## src/rtl/harris_pkg.sv

```systemverilog
// rtl/harris_pkg.sv - shared types, constants and helpers for the Harris scan controller
package harris_pkg;

   localparam int WIN         = 6;
   localparam int CENTRE_OFF  = WIN / 2 - 1;
   localparam int COORD_MAX_W = 16;

   typedef enum logic [1:0] {IDLE, SCAN, DRAIN, DONE} state_t;

   // Coordinates are carried at a fixed maximum width so the struct is frame-size agnostic.
   typedef struct packed {
      logic [COORD_MAX_W-1:0] x;
      logic [COORD_MAX_W-1:0] y;
      logic                   valid;
   } tag_t;

   function automatic int coord_w(input int n);
      return (n <= 2) ? 1 : $clog2(n);
   endfunction

endpackage

```

## src/rtl/harris_tag_pipe.sv

```systemverilog
// rtl/harris_tag_pipe.sv - latency-matched shift register of window centre tags
module harris_tag_pipe
   import harris_pkg::*;
#(
   parameter int PIPE_LAT = 4
) (
   input  logic clk,
   input  logic reset,
   input  logic flush,
   input  tag_t in_tag,
   output tag_t out_tag
);

   tag_t stages [PIPE_LAT];

   // Flush drops the incoming tag as well, so a window issued on the restart edge never emerges.
   always_ff @(posedge clk) begin
      if (reset || flush) begin
         for (int i = 0; i < PIPE_LAT; i++) stages[i] <= '0;
      end else begin
         stages[0] <= in_tag;
         for (int i = 1; i < PIPE_LAT; i++) stages[i] <= stages[i-1];
      end
   end

   assign out_tag = stages[PIPE_LAT-1];

endmodule

```

## src/rtl/harris_scan_ctrl.sv

```systemverilog
// rtl/harris_scan_ctrl.sv - frame sequencer: raster tracking, window strobes, corner thresholding
module harris_scan_ctrl
   import harris_pkg::*;
#(
   parameter int                 IMG_W    = 64,
   parameter int                 IMG_H    = 64,
   parameter int                 PIPE_LAT = 4,
   parameter logic signed [63:0] R_THRESH = 64'sd65536,
   localparam int                CW       = coord_w(IMG_W),
   localparam int                RW       = coord_w(IMG_H)
) (
   input  logic          clk,
   input  logic          reset,
   input  logic          frame_start,
   input  logic          pix_valid,
   output logic          pix_ready,
   output logic          lb_wr_en,
   output logic [CW-1:0] col,
   output logic [RW-1:0] row,
   output logic          win_valid,
   input  logic [63:0]   r_in,
   output logic          corner_valid,
   output logic [CW-1:0] corner_x,
   output logic [RW-1:0] corner_y,
   output logic [63:0]   count,
   output logic          frame_done
);

   localparam int            DCW       = $clog2(PIPE_LAT + 3);
   localparam logic [CW-1:0] LAST_COL  = CW'(IMG_W - 1);
   localparam logic [RW-1:0] LAST_ROW  = RW'(IMG_H - 1);
   localparam logic [DCW-1:0] DRAIN_END = DCW'(PIPE_LAT + 1);

   state_t         state;
   logic [DCW-1:0] drain_cnt;
   logic [CW-1:0]  win_cx;
   logic [RW-1:0]  win_cy;
   logic           accept;
   logic           in_win;
   logic           last_pix;
   logic           is_corner;
   tag_t           pipe_in;
   tag_t           pipe_out;
   logic           unused_tag_hi;

   assign accept    = pix_valid & pix_ready;
   assign lb_wr_en  = accept;
   assign in_win    = (row >= RW'(WIN - 1)) && (col >= CW'(WIN - 1));
   assign last_pix  = (row == LAST_ROW) && (col == LAST_COL);
   assign is_corner = pipe_out.valid && ($signed(r_in) > R_THRESH);

   assign pipe_in       = {COORD_MAX_W'(win_cx), COORD_MAX_W'(win_cy), win_valid};
   assign unused_tag_hi = ^{pipe_out.x, pipe_out.y};

   harris_tag_pipe #(
      .PIPE_LAT (PIPE_LAT)
   ) u_tag_pipe (
      .clk     (clk),
      .reset   (reset),
      .flush   (frame_start),
      .in_tag  (pipe_in),
      .out_tag (pipe_out)
   );

   always_ff @(posedge clk) begin
      if (reset) begin
         state        <= IDLE;
         drain_cnt    <= '0;
         pix_ready    <= 1'b0;
         col          <= '0;
         row          <= '0;
         win_valid    <= 1'b0;
         win_cx       <= '0;
         win_cy       <= '0;
         count        <= '0;
         corner_valid <= 1'b0;
         corner_x     <= '0;
         corner_y     <= '0;
         frame_done   <= 1'b0;
      end else if (frame_start) begin
         // Restart from any state; a coincident accept belongs to the abandoned frame.
         state        <= SCAN;
         drain_cnt    <= '0;
         pix_ready    <= 1'b1;
         col          <= '0;
         row          <= '0;
         win_valid    <= 1'b0;
         count        <= '0;
         corner_valid <= 1'b0;
         frame_done   <= 1'b0;
      end else begin
         win_valid    <= 1'b0;
         corner_valid <= 1'b0;
         frame_done   <= 1'b0;

         if (accept) begin
            if (col == LAST_COL) begin
               col <= '0;
               row <= (row == LAST_ROW) ? '0 : row + RW'(1);
            end else begin
               col <= col + CW'(1);
            end
            if (in_win) begin
               win_valid <= 1'b1;
               win_cx    <= col - CW'(CENTRE_OFF);
               win_cy    <= row - RW'(CENTRE_OFF);
               count     <= count + 64'd1;
            end
         end

         if (is_corner) begin
            corner_valid <= 1'b1;
            corner_x     <= pipe_out.x[CW-1:0];
            corner_y     <= pipe_out.y[RW-1:0];
         end

         case (state)
            SCAN: begin
               if (accept && last_pix) begin
                  state     <= DRAIN;
                  pix_ready <= 1'b0;
                  drain_cnt <= '0;
               end
            end
            // Hold until the last window's tag has emerged and its corner has been registered.
            DRAIN: begin
               if (drain_cnt == DRAIN_END) begin
                  state      <= DONE;
                  frame_done <= 1'b1;
               end else begin
                  drain_cnt <= drain_cnt + DCW'(1);
               end
            end
            DONE:    state <= IDLE;
            default: state <= IDLE;
         endcase
      end
   end

endmodule

```

## config.mk

```make
export PLATFORM = sky130hd
export DESIGN_NAME = harris_scan_ctrl
export DESIGN_NICKNAME = d
export VERILOG_FILES = /design/src/rtl/harris_pkg.sv /design/src/rtl/harris_tag_pipe.sv /design/src/rtl/harris_scan_ctrl.sv
export SDC_FILE = /design/constraint.sdc
export NUM_CORES = 1
export LEC_CHECK = 0
export BUFFER_PORTS_ARGS = -buffer_cell sky130_fd_sc_hd__buf_2
export CAP_MARGIN = 5
export CELL_PAD_IN_SITES_DETAIL_PLACEMENT = 0
export CELL_PAD_IN_SITES_GLOBAL_PLACEMENT = 1
export CORE_ASPECT_RATIO = 1.75
export CORE_UTILIZATION = 44
export CTS_BUF_LIST = sky130_fd_sc_hd__clkbuf_16
export CTS_CLUSTER_DIAMETER = 60
export DETAILED_ROUTE_END_ITERATION = 6
export PLACE_DENSITY_LB_ADDON = 0.1
export SYNTH_ARGS = -nofsm -noshare
export SYNTH_HDL_FRONTEND = slang
export SYNTH_HIERARCHICAL = 1
export SYNTH_SLANG_ARGS = --single-unit
```

## constraint.sdc

```tcl
create_clock -name clk -period 3.5 [get_ports clk]
set_input_delay 0 -clock clk [delete_from_list [all_inputs] [get_ports clk]]
set_output_delay 0 -clock clk [all_outputs]
set_load 0.01 [all_outputs]
```

# ---- After elaboration in Yosys (flattened, before gate mapping)
# Memories as Yosys holds them, arrays and structs flattened.
# Index checks and enable logic that the tools add are counted.
dict set report totals {
  reg_bits 109
  wordCells 83
  mem_bits_rw 132
  output_inout_bits 93
  mem_count 1
  romBits 0
  latch_bits 0
}
dict set report op_classes {
  n_lt_le_gt_ge 3
  n_bitwise 8
  eq_ne 10
  mul 0
  n_reduce_logical 19
  div_mod_pow 0
  n_addsub 6
  n_mux 22
  shift 0
}
# name depth word_bits rd rd_ports_with_merged_regs write_ports line_no
set memory_table {}
lappend memory_table {u_tag_pipe.stages 4 33 4 0 4 harris_tag_pipe.sv:14} ;# tag_t stages [PIPE_LAT];
# cell count
set op_table {}
lappend op_table {{2-to-1 mux 33 bit} 4}
lappend op_table {{adder 64 x 1 -> 64 bit (second input constant)} 1}
lappend op_table {{> comparator 64 x 18 -> 1 bit (second input constant)} 1}
lappend op_table {{adder 6 x 1 -> 6 bit (second input constant)} 2}
lappend op_table {{== test 6 bit (second input constant)} 2}
lappend op_table {{greater-or-equal comparator 6 x 3 -> 1 bit (second input constant)} 2}
lappend op_table {{2-to-1 mux 6 bit} 2}
lappend op_table {{AND reduction 2 bit} 6}
lappend op_table {{subtractor 6 x 2 -> 6 bit (second input constant)} 2}
lappend op_table {{2-to-1 mux 1 bit} 10}
lappend op_table {{2-to-1 mux 3 bit} 2}
lappend op_table {{!= test 2 bit (second input constant)} 3}
lappend op_table {{!= test 3 bit (second input constant)} 2}
lappend op_table {{case mux 3 bit (2 select lines)} 1}
lappend op_table {{AND reduction 3 bit} 2}
lappend op_table {{nonzero test 2 bit} 3}
lappend op_table {{OR reduction 3 bit} 2}
lappend op_table {{logical AND 1 bit} 4}
lappend op_table {{2-to-1 mux 2 bit} 2}
lappend op_table {{OR 1 bit} 4}
lappend op_table {{case mux 2 bit (2 select lines)} 1}
lappend op_table {{adder 3 x 1 -> 3 bit (second input constant)} 1}
lappend op_table {{== test 3 bit (second input constant)} 1}
lappend op_table {{NOT 1 bit} 3}
lappend op_table {{5 further kinds} 5}

# ---- Longest topological paths before layout
dict set report logic_depth {
  depth_word 6
  depth_mapped 9
}

# ---- Modules after synthesis
# The synthesis kept the hierarchy.
# module instances area_per_inst_um2 cells_per_inst
set by_module_without_submodules {}
lappend by_module_without_submodules {harris_scan_ctrl 1 5532.8 671}
lappend by_module_without_submodules {harris_tag_pipe 1 4302.9 294}

# ---- Worst setup path after synthesis
# OpenSTA, ideal clock, no wires.
dict set report synth_timing {
  kind {flip-flop to flip-flop}
  from {register col[1]}
  to {register count[39]}
  setup_time_ps 116
  synth_period_minus_slack_ps 2573
  required_time_ps 3384
  path_slack_ps 927
  stages_incl_launch_ff 9
  arrival_ps 2457
  path_cell_list {dfxtp_1 inv_1 ha_1 nor2b_1 o21a_1 clkbuf_1 nor4_1 a311oi_1 a41o_1}
}
dict set report synth_between {
  elab_chain_cells 3
}
# item line_no
set synth_lines {}
lappend synth_lines {{start: declaration} harris_scan_ctrl.sv:18} ;# output logic [CW-1:0] col,
lappend synth_lines {{start signal: assignment} harris_scan_ctrl.sv:101} ;# col <= col + CW'(1);
lappend synth_lines {{greater-or-equal comparator 6 x 3 -> 1 bit} harris_scan_ctrl.sv:48} ;# assign in_win = (row >= RW'(WIN - 1)) && (col >= CW'(WIN - 1));
lappend synth_lines {{logical AND 1 bit} harris_scan_ctrl.sv:48}
lappend synth_lines {{AND reduction 2 bit (no line)} n/a}
lappend synth_lines {{end signal: assignment} harris_scan_ctrl.sv:107} ;# count <= count + 64'd1;
lappend synth_lines {{end: declaration} harris_scan_ctrl.sv:25} ;# output logic [63:0] count,
# No other way between the ends.
# A chain may end at the register's enable or synchronous reset.

# ---- Final worst setup path
dict set report layout_timing {
  from {register count[13]}
  to {register count[62]}
}
dict set report layout_between {
  elab_chain_cells 1
}
# item line_no
set layout_lines {}
lappend layout_lines {{adder 64 x 1 -> 64 bit} harris_scan_ctrl.sv:107}
# No other way between the ends.

==> out/results.txt <==
status = complete, no violations
placed cell count = 1135
most common cell after layout, fill and taps aside = dfxtp_1
Clock Latency Late Sink = 420 ps
Initial DRC Count = 314
worst-path fanout max = 24
Die ar. = 17300 sq um
Largest stage delay, worst path = 720 ps
Fill cells = 1581
final cycle utilization of the critical path = 0.763
actual slew at the worst max-slew pin = 932 ps
CP endpoint kind = flip-flop
Post-Syn Area = 7390 sq um
Leak = 3.32 nW
vias per cell = 5.44
Routed Antenna Nets = 0
fin. max-slew vios = 0
DP HPWL = 13.0 mm
Mapped Nets = 887
maximum vdd drop = 0.000284 V
multi-input logic area = 3660 sq um
post-route setup TNS = 0 ps
Final Skew = 10.1 ps
Clock Path Buffers = 2
Worst Path Required = 3820 ps
GR Layer Usage met3 = 0.0399
global-route wire length before repair = 30.3 mm
most frequent cells in the layout = dfxtp_1, buf_2, nand2_1
CP max-delay cell = nor3_1
crit path cell chain = nand4_1 -> or4_1 -> buf_4 -> nor3_1 -> a31oi_1 -> a41o_1
clock sink total = 161
largest net degree at the start of global routing = 63
IO Pins = 161
Total Routing Usage GR = 0.219
nets = 1013
met2 GRT Util = 0.405
total wire length = 18.4 mm
GRT Residual Overflow = 0
RSZ-0062 raised after global routing = no
Initial Util = 0.449
row cnt = 62
clk slew on worst S/H paths = 70 ps
Startpoint Class = flip-flop
Post-Syn Instances = 804
vias in the first global route = 6172
delay-heaviest family, CP = simple AND/OR/NAND/NOR gates
grt met1 use = 0.239
Sw Ratio = 0.234
via count = 6346
sequential share of power = 0.475
drt first pass iters = 5
Slew HR = 0.379
Final Non-Filler Cells = 1167
Area growth, synth to finish = 18.8%
Top Usage Layer GRT = met2
register area = 3220 sq um
Core Area = 16400 sq um
GP Congestion = 0.928
Antenna Cells = 0
WP buf/inv = 1
Post-CTS Setup Repair Bufs = 0
Syn Area/Cell = 9.19 sq um
H-Tree Depth = 4
PwrDens = 440 nW/um^2
port bufs = 160
proportion of layout cells with a drive suffix above 1 = 0.268
clock buffer count from CTS = 17
Worst EP arrival = 2990 ps
Ys Warns = 6
Setup violations, final = 0
NetSw = 905 uW
clock root cell = clkbuf_16
Hold Crit Class = primary input to flip-flop
fmax = 374 MHz
final hold vios = 0
average routed wire per standard cell = 15.8 um
CTS Hold Bufs = 0
Logic pwr share = 0.037
Die H = 173 um
Post-route DRC = 0
Max-Cap Viols = 0
path type of the worst setup path = flip-flop to flip-flop
Period minus WS final = 2670 ps
CTS tree = done
Final Core Density = 0.534
Clk pwr share = 0.488
initial antenna violation count = 0
PostCTS Resize Cnt = 0
Die W = 100 um
P_int = 2.96 mW
==> layer usage <==
layer,share of wire,vias up
met4,0.018,0
met2,0.54,131
met3,0.039,20
li1,-,3169
met1,0.40,3026
met5,0,-
==> power groups by stage <==
stage	clock network, mW	logic, mW	registers [mW]
after floorplan	0	0.106	1.88
after global placement	0	0.141	1.88
after detailed placement	0	0.144	1.88
after CTS	1.94	0.144	1.84
after global routing	2.02	0.157	1.84
final	1.89	0.143	1.84
==> sequential cells by signal (all words and copies together), names as in the netlist, 2 cells and up <==
register,count
drain_cnt,3
win_cx,6
corner_y,6
win_cy,6
col,6
row,6
u_tag_pipe/stages,52
count,64
state,2
corner_x,6
==> layout make-up <==
type | instances | area share
inverter | 22 | 0.00941
timing repair buffer | 178 | 0.107
sequential | 161 | 0.367
clock inverter | 15 | 0.0195
clock buffer | 17 | 0.0485
tap | 224 | 0.0319
multi-input combinational | 550 | 0.417
==> worst paths after layout <==
kind / slack (ps) / from / cells after the start / to
setup reg to reg: 830 / count[13] / 6 / count[62]
setup / recovery: 830 / count[13] / 6 / count[62]
hold / removal: 160 / r_in[16] / 5 / corner_y[0]
hold reg to reg: 450 / u_tag_pipe/stages[3][1] / 2 / corner_y[0]
==> worst min-delay path: cells and delay by family <==
kind | cells | cell delay (ps)
multiplexers | 1 | 130
AO/OA/AOI/OAI | 1 | 50
buffers and inverters | 2 | 290
AND/OR/NAND/NOR | 1 | 50
==> stage by stage <==
step	setup WS [ps]	cell area [sq um]	total power [mW]	hold slack (ps)
global route	589	8780	4.01	163
finish	829	8780	3.87	158
floorplan	927	7390	1.99	224
global placement	896	8180	2.02	400
detailed placement	802	8180	2.02	395
CTS	802	8780	3.92	152
No activity file was read; power rests on OpenSTA's default activity.
